--- src/rtl/cpu_types_pkg.sv ---
// Shared CPU types for the branch predictor: direction counter encoding,
// BTB entry layout and the default index width.
package cpu_types_pkg;

    // Default BTB index width (2^BP_IDX_W entries) and the matching tag width.
    localparam int BP_IDX_W = 4;
    localparam int BP_TAG_W = 30 - BP_IDX_W;

    // Two-bit direction counter; the MSB alone gives the taken prediction.
    typedef enum logic [1:0] {
        BP_SNT = 2'b00,
        BP_WNT = 2'b01,
        BP_WT  = 2'b10,
        BP_ST  = 2'b11
    } bp_ctr_t;

    // Layout of one BTB entry at the default geometry.
    typedef struct packed {
        logic                valid;
        logic [BP_TAG_W-1:0] tag;
        logic [29:0]         target;
        bp_ctr_t             ctr;
    } bp_entry_t;

endpackage

--- src/rtl/branch_predictor_if.sv ---
// Fetch-side lookup and execute-side training signals of the branch predictor.
// With BP_STATS_EN defined the interface also carries the two 32-bit
// statistics counters.
interface branch_predictor_if;

    logic [29:0] cpc;
    logic        bpSel;
    logic [29:0] bp_a;
    logic        bp_flush;
    logic        upd_en;
    logic [29:0] upd_pc;
    logic        upd_taken;
    logic [29:0] upd_target;
    logic        upd_pred;

`ifdef BP_STATS_EN
    logic [31:0] stat_branches;
    logic [31:0] stat_mispred;

    modport master (
        output cpc, bp_flush, upd_en, upd_pc, upd_taken, upd_target, upd_pred,
        input  bpSel, bp_a, stat_branches, stat_mispred
    );

    modport slave (
        input  cpc, bp_flush, upd_en, upd_pc, upd_taken, upd_target, upd_pred,
        output bpSel, bp_a, stat_branches, stat_mispred
    );
`else
    modport master (
        output cpc, bp_flush, upd_en, upd_pc, upd_taken, upd_target, upd_pred,
        input  bpSel, bp_a
    );

    modport slave (
        input  cpc, bp_flush, upd_en, upd_pc, upd_taken, upd_target, upd_pred,
        output bpSel, bp_a
    );
`endif

endinterface

--- src/rtl/bp_sat_ctr.sv ---
// Next-state function of a 2-bit saturating direction counter.
module bp_sat_ctr
    import cpu_types_pkg::*;
(
    input  bp_ctr_t ctr,
    input  logic    taken,
    output bp_ctr_t ctr_nxt
);

    // Step one state toward the outcome, holding at both ends.
    always_comb begin
        ctr_nxt = ctr;
        unique case (ctr)
            BP_SNT:  ctr_nxt = taken ? BP_WNT : BP_SNT;
            BP_WNT:  ctr_nxt = taken ? BP_WT  : BP_SNT;
            BP_WT:   ctr_nxt = taken ? BP_ST  : BP_WNT;
            BP_ST:   ctr_nxt = taken ? BP_ST  : BP_WT;
            default: ctr_nxt = ctr;
        endcase
    end

endmodule

--- src/rtl/branch_predictor.sv ---
// Direct-mapped branch target buffer with 2-bit direction counters.
// Lookup of the fetch PC is combinational; one resolved branch per cycle
// trains the table on the rising edge. Flush wins over a same-cycle update.
// Optional feature: define BP_STATS_EN for the branch/mispredict counters.
module branch_predictor
    import cpu_types_pkg::*;
#(
    parameter int IDX_W = BP_IDX_W
)(
    input  logic               CLK,
    input  logic               nRST,
    branch_predictor_if.slave  bp
);

    localparam int ENTRIES = 1 << IDX_W;
    localparam int TAG_W   = 30 - IDX_W;

    // Entry storage kept as flops so reset and flush clear every valid bit at once.
    logic              valid_q  [ENTRIES];
    bp_ctr_t           ctr_q    [ENTRIES];
    logic [TAG_W-1:0]  tag_q    [ENTRIES];
    logic [29:0]       target_q [ENTRIES];

    logic [IDX_W-1:0]  lk_idx;
    logic [TAG_W-1:0]  lk_tag;
    logic              lk_hit;
    logic [1:0]        lk_ctr;

    logic [IDX_W-1:0]  u_idx;
    logic [TAG_W-1:0]  u_tag;
    logic              u_hit;
    bp_ctr_t           u_ctr;
    bp_ctr_t           u_ctr_nxt;
    logic              u_train;
    logic              u_alloc;

    assign lk_idx = bp.cpc[IDX_W-1:0];
    assign lk_tag = bp.cpc[29:IDX_W];
    assign lk_ctr = ctr_q[lk_idx];
    assign lk_hit = valid_q[lk_idx] && (tag_q[lk_idx] == lk_tag);

    // Lookup reads the stored contents only; a same-cycle update is not bypassed.
    assign bp.bpSel = lk_hit & lk_ctr[1];
    assign bp.bp_a  = lk_hit ? target_q[lk_idx] : '0;

    assign u_idx = bp.upd_pc[IDX_W-1:0];
    assign u_tag = bp.upd_pc[29:IDX_W];
    assign u_ctr = ctr_q[u_idx];
    assign u_hit = valid_q[u_idx] && (tag_q[u_idx] == u_tag);

    // A flush in the same cycle drops the update entirely.
    assign u_train = bp.upd_en & ~bp.bp_flush & u_hit;
    assign u_alloc = bp.upd_en & ~bp.bp_flush & ~u_hit & bp.upd_taken;

    bp_sat_ctr u_sat_ctr (
        .ctr     (u_ctr),
        .taken   (bp.upd_taken),
        .ctr_nxt (u_ctr_nxt)
    );

    // Valid bits and direction counters: reset, flush, allocate or train.
    always_ff @(posedge CLK or negedge nRST) begin
        if (!nRST) begin
            for (int i = 0; i < ENTRIES; i++) begin
                valid_q[i] <= 1'b0;
                ctr_q[i]   <= BP_WNT;
            end
        end else if (bp.bp_flush) begin
            for (int i = 0; i < ENTRIES; i++) begin
                valid_q[i] <= 1'b0;
            end
        end else if (u_alloc) begin
            valid_q[u_idx] <= 1'b1;
            ctr_q[u_idx]   <= BP_WT;
        end else if (u_train) begin
            ctr_q[u_idx]   <= u_ctr_nxt;
        end
    end

    // Tag and target payload; meaningless while valid is low, so never reset.
    always_ff @(posedge CLK) begin
        if (u_alloc) begin
            tag_q[u_idx]    <= u_tag;
            target_q[u_idx] <= bp.upd_target;
        end else if (u_train && bp.upd_taken) begin
            target_q[u_idx] <= bp.upd_target;
        end
    end

`ifdef BP_STATS_EN
    logic [31:0] stat_branches_q;
    logic [31:0] stat_mispred_q;

    function automatic logic [31:0] sat_inc(input logic [31:0] v);
        return (v == 32'hFFFF_FFFF) ? v : v + 32'd1;
    endfunction

    // Saturating event counters; flush deliberately leaves them alone.
    always_ff @(posedge CLK or negedge nRST) begin
        if (!nRST) begin
            stat_branches_q <= '0;
            stat_mispred_q  <= '0;
        end else if (bp.upd_en) begin
            stat_branches_q <= sat_inc(stat_branches_q);
            if (bp.upd_pred != bp.upd_taken) begin
                stat_mispred_q <= sat_inc(stat_mispred_q);
            end
        end
    end

    assign bp.stat_branches = stat_branches_q;
    assign bp.stat_mispred  = stat_mispred_q;
`endif

endmodule
--- src/flat_wrapper.sv ---
// flat-port wrapper written by rule: the top's interface ports become plain ports
module branch_predictor_flat import cpu_types_pkg::*;
#(
    parameter int IDX_W = BP_IDX_W
)
  (CLK, nRST, bp_cpc, bp_bp_flush, bp_upd_en, bp_upd_pc, bp_upd_taken, bp_upd_target, bp_upd_pred, bp_bpSel, bp_bp_a);
  branch_predictor_if bp_i ();
  input  logic CLK;
  input  logic nRST;
  input wire logic [$bits(bp_i.cpc)-1:0] bp_cpc;
  input wire logic [$bits(bp_i.bp_flush)-1:0] bp_bp_flush;
  input wire logic [$bits(bp_i.upd_en)-1:0] bp_upd_en;
  input wire logic [$bits(bp_i.upd_pc)-1:0] bp_upd_pc;
  input wire logic [$bits(bp_i.upd_taken)-1:0] bp_upd_taken;
  input wire logic [$bits(bp_i.upd_target)-1:0] bp_upd_target;
  input wire logic [$bits(bp_i.upd_pred)-1:0] bp_upd_pred;
  output wire logic [$bits(bp_i.bpSel)-1:0] bp_bpSel;
  output wire logic [$bits(bp_i.bp_a)-1:0] bp_bp_a;
  assign bp_i.cpc = bp_cpc;
  assign bp_i.bp_flush = bp_bp_flush;
  assign bp_i.upd_en = bp_upd_en;
  assign bp_i.upd_pc = bp_upd_pc;
  assign bp_i.upd_taken = bp_upd_taken;
  assign bp_i.upd_target = bp_upd_target;
  assign bp_i.upd_pred = bp_upd_pred;
  assign bp_bpSel = bp_i.bpSel;
  assign bp_bp_a = bp_i.bp_a;
  branch_predictor #(.IDX_W(IDX_W)) u_core (.CLK(CLK), .nRST(nRST), .bp(bp_i));
endmodule
--- config.mk ---
export PLATFORM = sky130hd
export DESIGN_NAME = branch_predictor_flat
export DESIGN_NICKNAME = d
export VERILOG_FILES = /design/src/rtl/cpu_types_pkg.sv /design/src/rtl/branch_predictor_if.sv /design/src/rtl/bp_sat_ctr.sv /design/src/rtl/branch_predictor.sv /design/src/flat_wrapper.sv
export SDC_FILE = /design/constraint.sdc
export NUM_CORES = 1
export LEC_CHECK = 0
export CAP_MARGIN = 10
export CORE_UTILIZATION = 30
export DETAILED_ROUTE_END_ITERATION = 7
export HOLD_SLACK_MARGIN = 0.02
export SYNTH_ARGS = -nofsm -noshare
export SYNTH_HDL_FRONTEND = slang
export SYNTH_HIERARCHICAL = 1
export SYNTH_SLANG_ARGS = --single-unit
--- constraint.sdc ---
create_clock -name CLK -period 7.9 [get_ports CLK]
set_clock_uncertainty 0.05 [all_clocks]
set_input_delay 1.185 -clock CLK [delete_from_list [all_inputs] [get_ports CLK]]
set_output_delay 1.185 -clock CLK [all_outputs]
set_load 0.005 [all_outputs]
# After elaboration in Yosys (flattened, before gate mapping)
# Memory sizes are Yosys's and may differ from the RTL's.
# Cells that the tools add are included.
# word_totals
ff_bits	48
ram_bits	896
in_bits	96
word_cells	97
memories	2
# classes
order_cmp	3
eq_ne	5
muxes	33
bitwise_logic	14
n_reduce_logical	8
# memory_table
name	depth	word_bits	rd	rd_ports_with_merged_regs	wr	line_no	text
u_core.target_q	16	30	1	0	1	branch_predictor.sv:22	logic [29:0] target_q [ENTRIES];
u_core.tag_q	16	26	2	0	1	branch_predictor.sv:21	logic [TAG_W-1:0] tag_q [ENTRIES];
# ops
operator	count
32-bit two-way mux	2
30-bit two-way mux	2
26-bit equality test	2
32-bit bitwise mux	1
16-bit two-way mux	2
16-bit OR	2
16-bit AND	1
2-bit binary-select mux with 4-bit select	2
16-bit inverter	1
2-bit two-way mux	7
1-bit two-way mux	12
5-bit greater-or-equal comparator (second input constant)	2
4-bit inverter with 5-bit output	2
1-bit binary-select mux with 4-bit select	2
2-bit demux with 4-bit select	1
2-bit one-hot mux with 4 select lines	1
1-bit AND	5
5-bit by 1-bit < comparator with 1-bit output (second input constant)	1
1-bit demux with 4-bit select	1
2-bit equality test (second input constant)	2
1-bit logical AND	4
2-bit nonzero test	2
2-bit by 1-bit equality test with 1-bit output (second input constant)	1
2-bit zero test	1
other kinds (3)	4

# Longest topological paths before layout
# Gate-level depths: netlist of run 1.
# logic_depth
ltp_word	11
mapped_depth	15

# By module
# The synthesis of run 1 kept the hierarchy.
# modules_own_cells
module	instances	cells_per_inst	area_each_um2
branch_predictor	1	1966	40717.8
bp_sat_ctr	1	3	26.3

# Worst setup path before layout of run 1
# No wires, ideal clock.
# synth_timing
path_kind	input-to-output
start	in bp_cpc[0]
end	out bp_bp_a[20]
arrival_time_ns	3.818
path_slack_ns	2.847
path_stages	8
path_buffers	5
path_cell_list	clkbuf_1 buf_2 buf_2 buf_2 buf_1 mux4_2 mux4_2 nor2b_1
# synth_between
elab_chain_len	6
# synth_rtl
item	line_no	text
start, declared	flat_wrapper.sv:10	input wire logic [$bits(bp_i.cpc)-1:0] bp_cpc;
branches (longest 5 deep; another with memory read 16 x 26 bit)	--	
30-bit two-way mux (*)	branch_predictor.sv:44	assign bp.bp_a = lk_hit ? target_q[lk_idx] : '0;
end, declared	flat_wrapper.sv:18	output wire logic [$bits(bp_i.bp_a)-1:0] bp_bp_a;
# Mark *: on every way between the ends. The select of a mux whose other input is x is not followed.

# Worst setup path in the final report of run 1
# layout_timing
start	in bp_cpc[0]
end	out bp_bp_a[25]
# Same word-level chain as after synthesis.

==> results.txt, run 1 <==
* Share of post-route cells with drive strength above 1: 30.79%
- Entering global routing, the biggest net connects 125 pins.
- Clock latency on the worst-skew pair, taken at its later pin, is 0.73 ns.
- Total number of clock tree sinks: 944
- Via count: 21,150
- Routability cong.: 0.8119
- In the synthesized netlist the async set-or-reset flop fraction comes to 5.085%.
- Power Density: 229.3 nW/µm²
* Area share of the largest cell type after synthesis: 66.04%
- # fillers: 12,300
- Critical Path Source: bp_cpc[0]
* Number of input and output port buffers inserted: 125
- Cells fill 35.66% of the core in the end.
* Die boundary width: 370.5 µm
* Num CTS Buffers: 99
- In the detailed route, the total length drawn on met3 is 8.093 mm.
- Crit Reg-Reg Endpoint: u_core/tag_q[0][6]$_DFFE_PP_
- After clock tree synthesis, the clock-pin slew on the worst setup and hold paths is 0.06 ns.
* Leakage power figure: 0.01474 µW
- Most common cell after layout, fill and taps aside: edfxtp_1
- Cell count of the worst reg-to-reg path: 11
- Adder-Cell Fraction of Synth Area: 0.05528%
* Dominant combinational cell family by area after synthesis: multiplexers
- Initial standard-cell utilization of the core: 30.38%
* Sequential-to-total area share from yosys stat: 69.03%
* Register bit total from synthesis: 944
* Post-CTS resize count: 0
- Height of the chip: 370.5 µm
- Final Max Tran Viols: 0
* M1 WL: 42.47 mm
- Summing internal, switching and leakage power gives 10,970 µW.
* YS warnings: 6
- The startpoint identified for the worst register-to-register timing path is u_core/tag_q[11][10]$_DFFE_PP_.
* Synth-to-Final Area Change: 17.38%
- Antenna violations before repair: 17
* Commonest cells after routing, fill and taps aside: edfxtp_1, mux4_2, clkdlybuf4s50_1, clkbuf_16, mux2i_1
* Mean instance size in the synthesized netlist: 20.69 µm²
* Routed wire length on met2: 52.65 mm
* Endpoint kind of the worst setup timing path: output pin
* Share of the synthesized netlist area taken by xor and xnor gates: 1.311%
- The path class of the tightest hold or removal check is in2async.
- DRC errors left: 0
- Max-capacitance violation count: 0
- Area share of and/or/nand/nor cells after synthesis: 2.411%
- Cell taking the most area after synthesis: edfxtp_1
- Including well taps, the total number of placed cells is 3,802.
- Worst relative slew slack: 27.85%
- Uppermost layer routed: met5
- In this run the core area contains 134 standard-cell rows.
* Htree depth: 3
- In the global route stage, overall resource usage came out at 15.36%.
- Adding up every negative setup slack in the final design gives 0 ns.
- Data required time at the worst endpoint: 6.66 ns
- Number of global-route vias before repair: 22,200
* Critical path start-end classification: in2out
- The portion of synthesized area spent on multiplexers is 22.79%.
- Run status: finished clean
- Root buffer cell: clkbuf_16
- After detailed routing, the average wire length per cell comes to 26.53 µm.
- Data on the critical path arrives at its endpoint at 5.27 ns.
- Setup repair after global routing missed its margin: false
- In the post-synthesis netlist, the biggest area contributors are edfxtp_1, mux4_2, dfrtp_1.
- For this block, the initial DRC count from the detailed router was 2,008.
- CP max FO: 65
* Register-to-register path setup slack: 3.50 ns
- The die covers 137,300 µm².
* Number of search-and-repair iterations in the first detailed-routing pass: 5
- Detailed-placement wirelength estimate: 61.08 mm
* Antenna-violating nets left: 0
- After the flow finishes, the layout carries non-filler instances totaling 3,989.
* Timing endpoint of the critical path: bp_bp_a[25]
- The longest clock path from root to sink contains 3 buffers.
- Top-level port count: 127
- Crit path launch type: input port
- Cells after synthesis: 1,969
* Area fraction in compound gates after synthesis: 2.552%
- Hold buffer count at cts: 0
* Via count normalized by instance count: 5.303
* Clock tree from TritonCTS: done
- Derived from the worst setup path, the maximum achievable clock frequency is 153.8 MHz.
- Slew of the pin with the lowest slew margin: 1.082 ns
* Global route total overflow: 0
- Mapped Nets: 2,065
* Portion of the clock cycle consumed by the worst path in the final layout: 82.32%
- Once the clock tree was built, the setup fixing pass inserted 0 buffers.
- Yosys mapped a number of flops with a built-in enable equal to 896.
* Period minus WS final: 6.503 ns
* Area of the core: 134,100 µm²
- The routed design has 105.8 mm of wire.
- VDD sags by at most 0.1906 mV.
* Unique cell type count in the Yosys netlist: 51
* Number of hold violations in the final report: 0
- Among all flip-flop cells after synthesis, the most frequent one is edfxtp_1.
- Synthesized cell area: 40,740 µm²
- Final setup violation count: 0
* Global-route wire length before repair: 153.3 mm
* Net count of the finished layout: 2,232
where the power goes:
part	internal [µW]	switching [µW]	total (µW)
logic	366	430	795
registers	5550	31.8	5590
clock network	2620	1970	4590
total	8540	2430	11000
state kept, by name, indices dropped and copies added (netlist names):
name,flops
u_core/ctr_q,32
u_core/tag_q,416
u_core/target_q,480
u_core/valid_q,16
worst max-delay path, stage by stage:
cell and delay, ns:
buf_8 0.57, buf_4 0.58, mux4_2 0.59, mux4_2 0.52, xor2_1 0.17, nor4_1 0.35, nand4_1 0.13, buf_4 0.28
nor2b_1 0.21, clkdlybuf4s50_1 0.54
cell usage after synthesis, types with 11 or more instances:
cell type,count
a21oi_2,11
a221oi_1,14
a22oi_1,13
buf_1,18
buf_2,39
buf_4,14
clkbuf_1,51
dfrtp_1,32
dfstp_2,16
edfxtp_1,896
inv_1,28
mux2_2,26
mux2i_1,68
mux4_2,369
nand2_1,36
nand3_1,20
nor2_1,61
nor2b_1,39
o21ai_0,12
o22ai_1,42
o32a_1,13
xnor2_1,40
xor2_1,21
kinds of logic after synthesis:
| logic type | count (synthesis) |
|---|---|
| flip-flops | 944 |
| multiplexers | 463 |
| AND/OR/NAND/NOR | 198 |
| buffers and inverters | 160 |
| AO/OA/AOI/OAI | 141 |
| XOR/XNOR | 61 |
| adder cells (fa/ha/maj) | 2 |
layout make-up:
cell class	instances	area [µm²]	share of cell area, %
Timing Repair Buffer	195	2013	4.209
Antenna cell	3	7.507	0.01570
Sequential cell	944	28130	58.81
Clock buffer	118	2549	5.329
Clock inverter	65	694.4	1.452
Multi-Input combinational cell	865	12110	25.32
Tap cell	1768	2212	4.625
Inverter	31	116.4	0.2433
how the worst min path moves through the flow:
stage	start	to	cells past startpoint
global placement	u_core/ctr_q[14]$_DFFE_PN1P_	u_core/ctr_q[14]$_DFFE_PN1P_	2
finish	nRST	u_core/ctr_q[11]$_DFFE_PN0P_	1
global route	nRST	u_core/ctr_q[11]$_DFFE_PN0P_	1
CTS	u_core/ctr_q[10]$_DFFE_PN1P_	u_core/ctr_q[10]$_DFFE_PN1P_	2
detailed placement	u_core/ctr_q[10]$_DFFE_PN1P_	u_core/ctr_q[10]$_DFFE_PN1P_	2
floorplan	u_core/ctr_q[10]$_DFFE_PN1P_	u_core/ctr_q[10]$_DFFE_PN1P_	2
layer usage:
metal  vias to the layer above  track usage (%)
met3                       175            3.506
li1                       8696                -
met5                         -                0
met2                       852            25.64
met1                     11400            20.03
met4                        26            4.179
stage by stage:
| stage | worst slack, ns | instance area, µm² | hold slack (ns) |
|---|---|---|---|
| floorplan | 2.847 | 40740 | 0.4135 |
| global placement | 1.355 | 44560 | 0.4313 |
| detailed placement | 1.309 | 44560 | 0.4271 |
| CTS | 1.269 | 47800 | 0.4371 |
| global route | 1.137 | 47820 | 0.2500 |
| finish | 1.397 | 47830 | 0.2769 |
No activity file was read; power rests on OpenSTA's default activity.
==> run 2, diff against run 1 <==
==> constraint.sdc (replaced) <==
create_clock -name CLK -period 6.5 [get_ports CLK]
set_clock_uncertainty 0.05 [all_clocks]
set_input_delay 0.975 -clock CLK [delete_from_list [all_inputs] [get_ports CLK]]
set_output_delay 0.975 -clock CLK [all_outputs]
set_load 0.005 [all_outputs]
==> results.txt, run 2 (synthesized netlist as in run 1, its figures left out) <==
- Run status: finished clean (unchanged).
- The final critical path takes up 92.55% of the cycle.
- Critical Path Source: bp_cpc[0] (unchanged)
* Switching power summed over all nets: 2948 µW (was 2428 µW)
- The met2 track utilization from global routing is 26.06% (was 25.64%).
- Commonest cells after routing, fill and taps aside: edfxtp_1, mux4_2, clkdlybuf4s50_1, clkbuf_16, buf_4 (was edfxtp_1, mux4_2, clkdlybuf4s50_1, clkbuf_16, mux2i_1)
* Hold buffer count at cts: 0 (unchanged)
- The global-route wire length before repair came to 155.7 mm (was 153.3 mm).
- The leading cell type in the layout, fill and taps excluded is edfxtp_1 (unchanged).
- Tot Pwr: 13,320 µW (was 10,970 µW)
* Buffers from clock root to sink, at most: 3 (unchanged)
- The cell total after placement is 3,836 (was 3,802).
* Global-route layer with the greatest usage: met2 (unchanged)
* GR Layer Usage met1: 20.11% (was 20.03%)
* DRC errors left: 0 (unchanged)
- The count of buffers from port buffering came to 125 (unchanged).
- The internal cell power was 10,370 µW (was 8539 µW).
- The slew at the pin with the worst max-slew slack was 1.117 ns (was 1.082 ns).
- Area of the core: 134,100 µm² (unchanged)
- The post-CTS setup-driven buffer insertion count is 0 (unchanged).
- The required time of the critical path is 5.47 ns (was 6.66 ns).
- The detailed-routing iteration count for the pre-antenna-repair pass is 5 (unchanged).
- The routed wirelength normalized by instance count is 26.59 µm (was 26.53 µm).
- The global-route congestion overflow total is 0 (unchanged).
- Final cell utilization of the core: 35.91% (was 35.66%)
- Clock tree from TritonCTS: done (unchanged)
- The static leakage power came to 0.01495 µW (was 0.01474 µW).
- The met3 track demand over resource came to 3.487% (was 3.506%).
* Height of the chip: 370.5 µm (unchanged)
- The worst setup slack for register-to-register paths was 2.28 ns (was 3.50 ns).
- The number of H-tree levels came to 3 (unchanged).
* Largest register by flop count: u_core/target_q (unchanged)
* Iter 0 DRT Violations: 1,967 (was 2,008)
* Antenna violations before repair: 15 (was 17)
- The power share of the sequential group was 51.0% (was 50.9%).
- The clock period could shrink to 6.016 ns.
- Setup repair after global routing missed its margin: false (unchanged)
* Routability cong.: 0.8033 (was 0.8119)
- The floorplan die width was 370.5 µm (unchanged).
- The number of cells traversed by the worst register-to-register path came to 11 (unchanged).
- Number of global-route vias before repair: 22,590 (was 22,200)
- Endpoint kind of the worst setup timing path: output pin (unchanged)
* Non-filler cells in the finished layout: 4,022 (was 3,989)
- The maximum fanout encountered on the critical timing path was 40 (was 65).
* Via count normalized by instance count: 5.291 (was 5.303)
- Number of hold violations in the final report: 0 (unchanged)
- The final hold slack is 0.4163 ns (was 0.2769 ns).
- The number of flip-flops in the largest register is 480 (unchanged).
- Final Max Tran Viols: 0 (unchanged)
- The peak ir drop on the vdd network came to 0.2551 mV (was 0.1906 mV).
- The footprint of the multi-input gates is 12,110 µm² (about the same).
* Synth-to-Final Area Change: 18.20% (was 17.38%)
- Via count: 21,280 (was 21,150)
* Largest stage delay on the critical path: 0.53 ns (was 0.59 ns)
- Net count of the finished layout: 2,266 (was 2,232)
- The count of pins on the block boundary is 127 (unchanged).
- The ratio of cells with drive above 1 in the final layout is 31.71% (was 30.79%).
- The cell at the slowest stage of the critical path is mux4_2 (unchanged).
- Initial standard-cell utilization of the core: 30.38% (unchanged)
- Total number of placement rows: 134 (unchanged)
- FF/Latch Area: 28,130 µm² (unchanged)
- Regs by FF count: u_core/target_q (480), u_core/tag_q (416), u_core/ctr_q (32) (unchanged)
* Worst relative slew slack: 25.34% (was 27.85%)
- The remaining antenna violation count after routing was 0 (unchanged).
* Type of the worst min-delay path: in2async (unchanged)
- Max-capacitance violation count: 0 (unchanged)
- The number of buffers created by CTS was 100 (was 99).
- Final setup violation count: 0 (unchanged)
- # fillers: 12,350 (was 12,300)
- The worst reg2reg path endpoint is u_core/ctr_q[21]$_DFFE_PN0P_ (was u_core/tag_q[0][6]$_DFFE_PP_).
* Critical register-to-register path startpoint: u_core/tag_q[9][10]$_DFFE_PP_ (was u_core/tag_q[11][10]$_DFFE_PP_)
* Total routing usage reported by global routing: 15.55% (was 15.36%)
- The part of the power in the clock network is 41.7% (was 41.8%).
- Critical Path AT: 4.99 ns (was 5.27 ns)
- The die area was 137,300 µm² (unchanged).
- The clock slew seen by the registers of the worst setup and hold paths was 0.06 ns (about the same).
- Based on the critical path, the design can be clocked at up to 166.2 MHz.
- The maximum number of pins on one net before global-route repair came to 125 (unchanged).
- The clock root buffer is clkbuf_16 (unchanged).
- Power Density: 276.6 nW/µm² (was 229.3 nW/µm²)
- Detailed-placement wirelength estimate: 62.98 mm (was 61.08 mm)
* Critical path start-end classification: in2out (unchanged)
- Setup TNS: 0 ns (unchanged)
* Clk Latency, worst-skew pair: 0.72 ns (was 0.73 ns)
- The capturing element of the worst setup path was bp_bp_a[2] (was bp_bp_a[25]).
- The number of resized instances in the post-cts repair step was 0 (unchanged).
- The number of sinks handled by clock tree synthesis came to 944 (unchanged).
* Final wirelength: 107.0 mm (was 105.8 mm)
- Cell-by-cell listing of the critical path: buf_8, buf_12, mux4_2, mux4_2, xnor2_1, nand4_1, nor4_1, buf_4, nand4_1, buf_12, nor2b_1, clkdlybuf4s50_1 (was buf_8, buf_4, mux4_2, mux4_2, xor2_1, nor4_1, nand4_1, buf_4, nor2b_1, clkdlybuf4s50_1)
- Crit path launch type: input port (unchanged)
* Part of the power in combinational logic: 7.4% (was 7.3%)
- Net Sw Frac: 22.13% (was 22.14%)
==> run 2: cell count changes in the layout (fill, tap and decap cells not counted), moves of 2 or more <==
| cell | previous run | this run |
|---|---|---|
| buf_4 | 54 | 76 |
| buf_12 | 19 | 30 |
| clkinv_4 | 0 | 2 |
| clkinv_16 | 5 | 3 |
| clkinv_1 | 26 | 22 |
| clkbuf_1 | 19 | 25 |
| clkinv_2 | 17 | 19 |
| clkinvlp_4 | 7 | 2 |
==> run 2: power by group through the flow <==
stage	logic, µW	clock network, µW	registers [µW]
floorplan	609	0	6900
global placement	967	0	6910
detailed placement	987	0	6920
CTS	989	5680	6790
global route	1040	5900	6800
finish	979	5550	6790
==> run 2: through the flow <==
step | area (µm²) | worst slack, ns
finish | 48160 | 0.4845
global route | 48160 | 0.2489
CTS | 48150 | 0.4743
detailed placement | 44960 | 0.4991
global placement | 44960 | 0.5158
floorplan | 40740 | 1.718
==> run 2: worst min path at each step <==
stage | end | slack [ns] | from
after CTS | u_core/ctr_q[11]$_DFFE_PN0P_ | 0.41 | nRST
after floorplan | u_core/ctr_q[10]$_DFFE_PN1P_ | 0.41 | u_core/ctr_q[10]$_DFFE_PN1P_
after global placement | u_core/ctr_q[30]$_DFFE_PN1P_ | 0.43 | u_core/ctr_q[30]$_DFFE_PN1P_
after detailed placement | u_core/ctr_q[24]$_DFFE_PN1P_ | 0.43 | u_core/ctr_q[24]$_DFFE_PN1P_
after global routing | u_core/ctr_q[2]$_DFFE_PN1P_ | 0.45 | u_core/ctr_q[2]$_DFFE_PN1P_
final | u_core/ctr_q[11]$_DFFE_PN0P_ | 0.42 | nRST
==> run 2: critical path, delay by kind of cell <==
| family | cells | cell delay (ns) |
|---|---|---|
| buffers and inverters | 5 | 1.65 |
| multiplexers | 2 | 1.03 |
| AND/OR/NAND/NOR | 4 | 1.01 |
| XOR/XNOR | 1 | 0.19 |
==> run 2: layout make-up <==
type                            count  share of cell area [%]
Clock inverter                     59                   1.244
Inverter                           31                  0.2416
Multi-Input combinational cell    865                   25.14
Sequential cell                   944                   58.40
Timing Repair Buffer              228                   4.980
Tap cell                         1768                   4.593
Clock buffer                      125                   5.391
Antenna cell                        2                 0.01039
==> run 2: metal layers <==
metal  wire (µm)  share of wire (%)  vias to the layer above
met2       53280                 50                      832
met5         161               0.15                        -
li1            -                  -                     8779
met4        2637                2.5                       26
met1       43410                 41                    11460
met3        7473                7.0                      184
